`src/rtl/sync_fifo.sv`:
```
// Single-clock FIFO with wrap-bit pointers and a combinational head read.
// A push while full is accepted when a pop happens in the same cycle.
module sync_fifo #(
    parameter int WIDTH = 8,
    parameter int DEPTH = 8
) (
    input  logic             i_clk,
    input  logic             i_rst_n,
    input  logic             i_push,
    input  logic             i_pop,
    input  logic [WIDTH-1:0] i_data,
    output logic [WIDTH-1:0] o_data,
    output logic             o_full,
    output logic             o_empty
);
    localparam int AW = $clog2(DEPTH);

    logic [WIDTH-1:0] mem_q [DEPTH];
    logic [AW:0]      wr_ptr_q, wr_ptr_d;
    logic [AW:0]      rd_ptr_q, rd_ptr_d;
    logic             do_push, do_pop;

    assign o_empty = (wr_ptr_q == rd_ptr_q);
    assign o_full  = (wr_ptr_q[AW] != rd_ptr_q[AW]) &&
                     (wr_ptr_q[AW-1:0] == rd_ptr_q[AW-1:0]);
    assign do_pop  = i_pop && !o_empty;
    assign do_push = i_push && (!o_full || do_pop);
    assign o_data  = mem_q[rd_ptr_q[AW-1:0]];

    assign wr_ptr_d = do_push ? wr_ptr_q + (AW+1)'(1) : wr_ptr_q;
    assign rd_ptr_d = do_pop  ? rd_ptr_q + (AW+1)'(1) : rd_ptr_q;

    always_ff @(posedge i_clk) begin
        if (!i_rst_n) begin
            wr_ptr_q <= '0;
            rd_ptr_q <= '0;
        end else begin
            wr_ptr_q <= wr_ptr_d;
            rd_ptr_q <= rd_ptr_d;
        end
    end

    always_ff @(posedge i_clk) begin
        if (do_push) begin
            mem_q[wr_ptr_q[AW-1:0]] <= i_data;
        end
    end

endmodule

```
`config.mk`:
```
export PLATFORM = sky130hd
export DESIGN_NAME = sync_fifo
export DESIGN_NICKNAME = d
export VERILOG_FILES = /design/src/rtl/sync_fifo.sv
export SDC_FILE = /design/constraint.sdc
export NUM_CORES = 1
export LEC_CHECK = 0
export ABC_CLOCK_PERIOD_IN_PS = 3950
export CORE_ASPECT_RATIO = 1.1
export CORE_MARGIN = 2
export CORE_UTILIZATION = 54
export CTS_CLUSTER_DIAMETER = 120
export DETAILED_ROUTE_END_ITERATION = 12
export PLACE_DENSITY = 0.74
export SETUP_SLACK_MARGIN = 0.4
export SYNTH_ARGS = -nofsm -noshare
export SYNTH_HDL_FRONTEND = slang
export SYNTH_SLANG_ARGS = --single-unit
export TNS_END_PERCENT = 20
```
`constraint.sdc`:
```
create_clock -name i_clk -period 3.95 [get_ports i_clk]
set_input_delay 1.185 -clock i_clk [delete_from_list [all_inputs] [get_ports i_clk]]
set_output_delay 1.185 -clock i_clk [all_outputs]
set_load 0.02 [all_outputs]
```
# After elaboration in Yosys (flattened, before gate mapping)
# Memory sizes are Yosys's and may differ from the RTL's. A register that Yosys moved wholly into a read port is not among the register bits.
# Cells that the tools add are included.
classes:
  addsub: 2
  eq_ne: 3
  n_mux: 4
  reduce_logical: 6
ops:
  columns: ["operator", "n"]
  rows:
  - ["$add 4x1->4 const B", 2]
  - ["$mux 3", 2]
  - ["$eq 4x4->1", 1]
  - ["$eq 3x3->1", 1]
  - ["$logic_and 1x1->1", 3]
  - ["$logic_not 1->1", 2]
  - ["$mux 1", 2]
  - ["$logic_or 1x1->1", 1]
  - ["$ne 1x1->1", 1]
word_totals:
  regBits: 8
  ramBits: 64
  inputBits: 12
  word_cells: 18
  memories: 1
memory_table:
  columns: ["name", "words", "word_bits", "read_ports", "rd_clocked_by_memory_dff", "wr", "line", "text"]
  rows:
  - ["mem_q", 8, 8, 1, 1, 1, "18", "logic [WIDTH-1:0] mem_q [DEPTH];"]

# Depth between registers and ports, before layout
# Gate-level depths: netlist (run 1).
depth:
  depth_word: 7
  mapped_depth: 6
  mapped_depth_nobuf: 5

# Least setup slack after synthesis (run 1)
# Ideal clock, no wire load.
synth_path:
  kind: "flip-flop to output port"
  from: "register (tool-made name)"
  to: "output o_data[0]"
  arrival_ns: 1.498
  t_required_ns: 2.765
  slack_ns: 1.267
  stages_incl_launch_ff: 5
  path_buffers: 2
  cell_sequence: "dfxtp_1 > buf_4 > buf_4 > mux4_2 > mux2_2"
synth_lines:
  columns: ["item", "line", "text"]
  rows:
  - ["end: declaration", "12", "output logic [WIDTH-1:0] o_data,"]

==> summary.txt, run 1 <==
Cells and area
  – Final net count: 211
  – Post-Layout Inst Area: 0.00352 mm²
  – Layout cells sized above 1: 25.2%
  – Ant diodes: 0
  – Final cell count without fillers: between 200 and 300
  – Commonest non-fill, non-tap cell in the layout: edfxtp_1
  – Synth-to-Final Area Change: 17.9%
  – Fillers: around 370
  – Multi-input gate area: 777 µm²
  – Most frequent cells in the layout: edfxtp_1 (64), clkdlybuf4s50_1 (21), mux4_2 (16)
  – Sequential Area: 0.00214 mm²

Routing
  – WL final: 4890 µm
  – Final routed DRC violation total: 0
  – DR iter-0 viols: 120
  – Post-route ant nets: 0
  – Pre-antenna DRT Iters: 4
  – Post-DR wirelength/cell: 17.6 µm
  – Via-per-instance ratio: 5.49
  – Vias: 1,521

Yosys
  – Post-synth top area share: 64.3%
  – Post-synth ARST share: 0%
  – Compound-Gate Fraction of Synth Area: 2.47%
  – Yosys cell types: 28
  – Mapped Cells: approximately 160
  – Number of synthesized register bits: 75
  – Post-synthesis adder-cell area fraction: 0.837%
  – Syn nets: between 150 and 200
  – Largest family of logic cells by synthesized area: multiplexers
  – Simple-gate share of the synthesized area: about 4.5%
  – Synth area leader: edfxtp_1
  – Seq/Total Area, Yosys: 71.7%
  – Synth Warn #: 0
  – Ys flop type: edfxtp_1
  – EDFF count, synth: 64
  – Post-synthesis mux area share: 16.4%
  – Top post-synthesis cells by area: edfxtp_1 (64%), mux4_2 (12%), dfxtp_1 (7.4%)
  – Avg Cell Area, Syn: 18.2 µm²
  – XOR/XNOR share of the synthesized area: ~1.8%
  – Post-Syn Area: 0.00299 mm²

Place
  – Placed Instance Area: roughly 0.0033 mm²
  – Placed Instances: 261
  – PortBufs: 21
  – Detailed placement HPWL: approximately 3200 µm
  – Post-Place Worst Slack: 672 ps
  – Final Wtd Congestion: 0.717

Clock network
  – # Post-CTS Setup Buffers: 0
  – H-tree Lvls: 3
  – Clk_lat worst skew: approximately 340 ps
  – CTS tree: yes
  – TritonCTS buffer count: 9
  – Clock transition at path regs: 70 ps
  – Root Buffer: clkbuf_8
  – CTS Sinks: 75
  – Clock Path Buffers: 2

Power and ir drop
  – Peak VDD IR: around 0.00031 V
  – Leak: 1.15 nW
  – Pwr dens: 500 mW/mm²

Worst setup path
  – RR Startpoint: wr_ptr_q[1]$_SDFFE_PN0P_
  – Reg2reg end: mem_q[1][5]$_DFFE_PP_
  – CP startpoint kind: register
  – Critical Path AT: 2230 ps
  – Worst path cell trace: buf_12 -> mux4_2 -> mux2_2 -> clkdlybuf4s50_1
  – Worst r2r path cells: 5
  – Reg2Reg Setup Slack: about 2100 ps
  – CP Class: reg -> out
  – Delay-heaviest family, CP: multiplexers
  – Crit Path Max Fanout: 14
  – CP max-delay cell: clkdlybuf4s50_1
  – Crit path buffers/inverters: 2
  – Required time worst endpoint: 2760 ps
  – Crit. End Element: output port
  – Crit-path max cell delay: 540 ps

GRT
  – Total Routing Usage GR: 18.3%
  – Vias in the first global route: 1,562
  – First-pass GRT wire length: 7650 µm
  – Initial antenna violation count: 0
  – Largest net degree at the start of global routing: 17
  – Overflow after GRT: 0

Timing
  – RSZ-0062 raised after global routing: false
  – Worst setup margin: between 500 and 600 ps
  – Max Freq: 0.293 GHz
  – Worst-Margin Slew: between 400 and 500 ps
  – Min Tclk post-route: between 3000 and 4000 ps
  – Setup tns final: 0 ps
  – Slew HR: 69.2%
  – Final setup violation count: 0
  – Slew Viols, Final: 0
  – Hold Violations, Final: 0
  – Final period util: about 87%
  – Setup Skew: ~5.8 ps

Die
  – Num ports: 22
  – Initial core utilization: 55.8%
  – Die Span Y: 82.0 µm
  – Cell Rows: 28
  – Die Width: 74.9 µm
  – Die ar.: 0.00615 mm²
  – Core area: 0.00536 mm²

Flow run
  – Max-Cap Viols: 0

Worst hold path
  – Min-Delay Endpoint: wr_ptr_q[3]$_SDFFE_PN0P_
  – Worst min-delay path startpoint: wr_ptr_q[3]$_SDFFE_PN0P_
  – Hold Crit Class: reg -> reg
  – WHS Path Cells: 2

Status
  – Status: complete, no violations
[area by class of cell]
class	count	share of cell area (%)
Clock buffer	10	3.62
Clock inverter	6	1.85
Multi-Input combinational cell	75	22.1
Tap cell	75	2.66
Inverter	5	0.533
Sequential cell	75	60.8
Timing Repair Buffer	31	8.45
[worst max path at each step]
stage / start / end / slack, ps / depth (start not counted)
2_1_floorplan: register / o_data[0] / 1270 / 4
3_3_place_gp: register / o_data[7] / 710 / 4
3_5_place_dp: register / o_data[7] / 670 / 4
4_1_cts: register / o_data[7] / 420 / 4
5_1_grt: register / o_data[4] / 430 / 4
6_report: register / o_data[7] / 530 / 4
[report_power, final]
| part | internal (mW) | switching [mW] | leakage [nW] |
|---|---|---|---|
| registers | 0.886 | 0.0208 | 0.671 |
| clock network | 0.292 | 0.266 | 0.0866 |
| logic | 0.166 | 0.131 | 0.388 |
[through the flow]
stage | power, mW | util, % | hold WS (ps)
4_1_cts | 1.77 | 65.7 | 519
3_3_place_gp | 1.21 | 61.9 | 496
2_1_floorplan | 1.12 | - | 479
5_1_grt | 1.83 | 65.7 | 535
6_report | 1.76 | 65.7 | 520
3_5_place_dp | 1.22 | 61.9 | 510
[kinds of logic after synthesis]
kind of cell,Yosys count
buffers and inverters,14
muxes,28
adders and majority gates,2
AOI/OAI and AO/OA,11
xor gates and xnor gates,6
DFF,75
and+or+nand+nor,28
[metal layers]
metal  routed length [µm]  track usage, %  vias up
met4                   53            5.89        0
met2                 2680            31.0       31
li1                     -               -      713
met1                 1940            21.8      769
met5                    0               0        -
met3                  212            6.50        8
[synthesized netlist by cell type, drive strengths merged, types with 2 or more instances]
library cell / instances
edfxtp: 64
xnor2: 4
inv: 5
ha: 2
nor2: 7
nand2: 6
a21oi: 4
xor2: 2
dfxtp: 11
or3: 2
mux2i: 4
mux2: 8
o21ai: 3
nand3: 2
nor3: 4
nand4: 3
mux4: 16
nand2b: 3
buf: 9
[registers in the layout, summed over array words and instances (netlist names), named ones only]
| signal | count |
|---|---|
| wr_ptr_q | 4 |
| mem_q | 64 |
| rd_ptr_q | 4 |
[tightest hold or removal path: stages, from the launching register on]
cell and delay (ps):
dfxtp_1 350, nand2_1 70, mux2i_1 50
[what timing repair did]
action / 4_1_cts / 5_1_grt
hold endpoints to repair: 0 / 0
gates cloned: 0 / 0
hold buffers: 0 / 0
gates resized for setup: 3 / 1
endpoints found under the setup margin: 7 / 7
Power figures use the tool's default switching activity.
==> inputs of run 2 (changes only) <==
--- a/config.mk
+++ b/config.mk
@@ -5,7 +5,7 @@
 export SDC_FILE = /design/constraint.sdc
 export NUM_CORES = 1
 export LEC_CHECK = 0
-export ABC_CLOCK_PERIOD_IN_PS = 3950
+export ABC_CLOCK_PERIOD_IN_PS = 3400
 export CORE_ASPECT_RATIO = 1.1
 export CORE_MARGIN = 2
 export CORE_UTILIZATION = 54
==> constraint.sdc (replaced) <==
create_clock -name i_clk -period 3.4 [get_ports i_clk]
set_input_delay 1.02 -clock i_clk [delete_from_list [all_inputs] [get_ports i_clk]]
set_output_delay 1.02 -clock i_clk [all_outputs]
set_load 0.02 [all_outputs]
==> run 2 against run 1 <==
  * Worst hold slack better by 17 ps
  * Critical path type unchanged
  * Routed wire length up 6.2%
  * Largest power group unchanged
  * Critical endpoint is now o_data[0]
  * Critical path depth unchanged
  * Via count rose by 0.59%
  * Clock-buffer cell count decreased by 1
  * Non-clock buffer count rose by 2
  * Combinational power rose by 22%
==> summary.txt, run 2 (synthesized netlist as in run 1, its figures left out) <==
Timing
  – Slew Viols, Final: 0
  – Worst hold slack: 537 ps
  – Min Tclk post-route: 3020 ps
  – Worst-Margin Slew: between 400 and 500 ps
  – Setup tns final: 0 ps
  – Slew HR: 68.3%
  – Setup Skew: 6.82 ps
  – RSZ-0062 raised after global routing: true
  – Final period util: 88.8%
  – Final setup violation count: 0
  – Hold Violations, Final: 0
  – Max Freq: 0.331 GHz

Status
  – Status: complete, no violations

GRT
  – First-pass GRT wire length: 7960 µm
  – Total Routing Usage GR: 19.2%
  – Vias in the first global route: roughly 1,600
  – Overflow after GRT: 0
  – Initial antenna violation count: 0
  – Largest net degree at the start of global routing: 16

Place
  – Final Wtd Congestion: 0.713
  – Placed Instances: 261
  – PortBufs: 21
  – Detailed placement HPWL: between 3000 and 4000 µm

Power and ir drop
  – Pwr dens: 570 mW/mm²
  – Total power: 2.03 mW
  – Leak: 1.18 nW
  – Peak VDD IR: 0.000366 V

Clock network
  – TritonCTS buffer count: 9
  – Clock Path Buffers: 2
  – Clk_lat worst skew: ~340 ps
  – H-tree Lvls: 3
  – Clock transition at path regs: 80 ps
  – CTS Sinks: 75
  – CTS tree: yes
  – Root Buffer: clkbuf_8

Routing
  – Final routed DRC violation total: 0
  – Pre-antenna DRT Iters: 4
  – DR iter-0 viols: 120
  – Vias: 1,530
  – WL final: just over 5000 µm
  – Post-DR wirelength/cell: 18.6 µm
  – Post-route ant nets: 0
  – Via-per-instance ratio: 5.48

Cells and area
  – Layout cells sized above 1: between 30% and 40%
  – Final net count: about 210
  – Most frequent cells in the layout: edfxtp_1 (64), mux4_2 (16), clkdlybuf4s50_1 (13)
  – Sequential Area: about 0.0021 mm²
  – Fillers: 360
  – Multi-input gate area: 777 µm²
  – Ant diodes: 0
  – Max FFs per register: between 60 and 70
  – Commonest non-fill, non-tap cell in the layout: edfxtp_1
  – Final cell count without fillers: 279
  – Final Util: between 60% and 70%
  – Synth-to-Final Area Change: 18.9%

Worst setup path
  – Crit. End Element: output port
  – CP startpoint kind: register
  – CP max-delay cell: mux4_2
  – Instance count on the critical path: 4
  – Crit Path Max Fanout: 8
  – RR Startpoint: wr_ptr_q[1]$_SDFFE_PN0P_
  – Worst path cell trace: bufbuf_16 -> mux4_2 -> mux2_2 -> clkdlybuf4s15_2
  – Required time worst endpoint: 2380 ps
  – Crit-path max cell delay: approximately 490 ps
  – Crit path buffers/inverters: 2
  – Worst r2r path cells: 6
  – Critical Path AT: 2000 ps
  – CP Class: reg -> out
  – Reg2Reg Setup Slack: ~1600 ps
  – Delay-heaviest family, CP: multiplexers

Die
  – Initial core utilization: 55.8%
  – Die Width: 74.9 µm
  – Num ports: 22
  – Die Span Y: 82.0 µm
  – Die ar.: 0.00615 mm²
  – Core area: about 0.0054 mm²
  – Cell Rows: 28

Flow run
  – Max-Cap Viols: 0

Worst hold path
  – Worst min-delay path startpoint: wr_ptr_q[3]$_SDFFE_PN0P_
  – Hold Crit Class: reg -> reg
  – WHS Path Cells: 2
==> run 2: metrics by stage <==
stage                     area (µm²)  setup slack [ps]
final                           3550               380
after CTS                       3540               349
after global routing            3550               293
after detailed placement        3330               506
after floorplan                 2990               882
after global placement          3330               526
==> run 2: cell type report <==
cell class | count | share of cell area (%)
flip-flops and latches | 75 | 60.4
multi-input cells | 75 | 21.9
repair buffers | 33 | 9.40
clock buffers | 9 | 3.49
well taps | 75 | 2.64
clock inverters | 7 | 1.65
inverters | 5 | 0.528
==> run 2: report_power, final <==
group	switching, mW	internal [mW]	total [mW]
clock	0.337	0.274	0.611
combinational	0.158	0.204	0.363
sequential	0.0224	1.03	1.05
==> run 2: what timing repair did <==
item | CTS | global route
buffers inserted | 0 | 1
endpoints found under the hold margin | 0 | 0
hold buffers | 0 | 0
pin swaps | 0 | 1
endpoints found under the setup margin | 9 | 9
cloned | 1 | 0
gates resized for setup | 22 | 1
==> run 2: path summary, 6_finish.rpt <==
path                              end
min reg2reg  wr_ptr_q[3]$_SDFFE_PN0P_
max reg2reg     mem_q[4][1]$_DFFE_PP_
max                         o_data[0]
min          wr_ptr_q[3]$_SDFFE_PN0P_
==> run 2: worst reg2reg max path, stage by stage, from the launching register on <==
cell and delay, ps:
dfxtp_2 380, xnor2_1 260, nand4_1 170, buf_4 180, o21ai_2 260, nor3_1 100, buf_4 200
==> run 2: layer usage <==
| metal | global-route usage [%] | up-vias | part of all wire (%) |
|---|---|---|---|
| met2 | 32.5 | 35 | 54 |
| met4 | 9.82 | 0 | 2.1 |
| met5 | 0 | - | 0 |
| met3 | 5.40 | 10 | 5.0 |
| li1 | - | 720 | - |
| met1 | 22.1 | 765 | 39 |
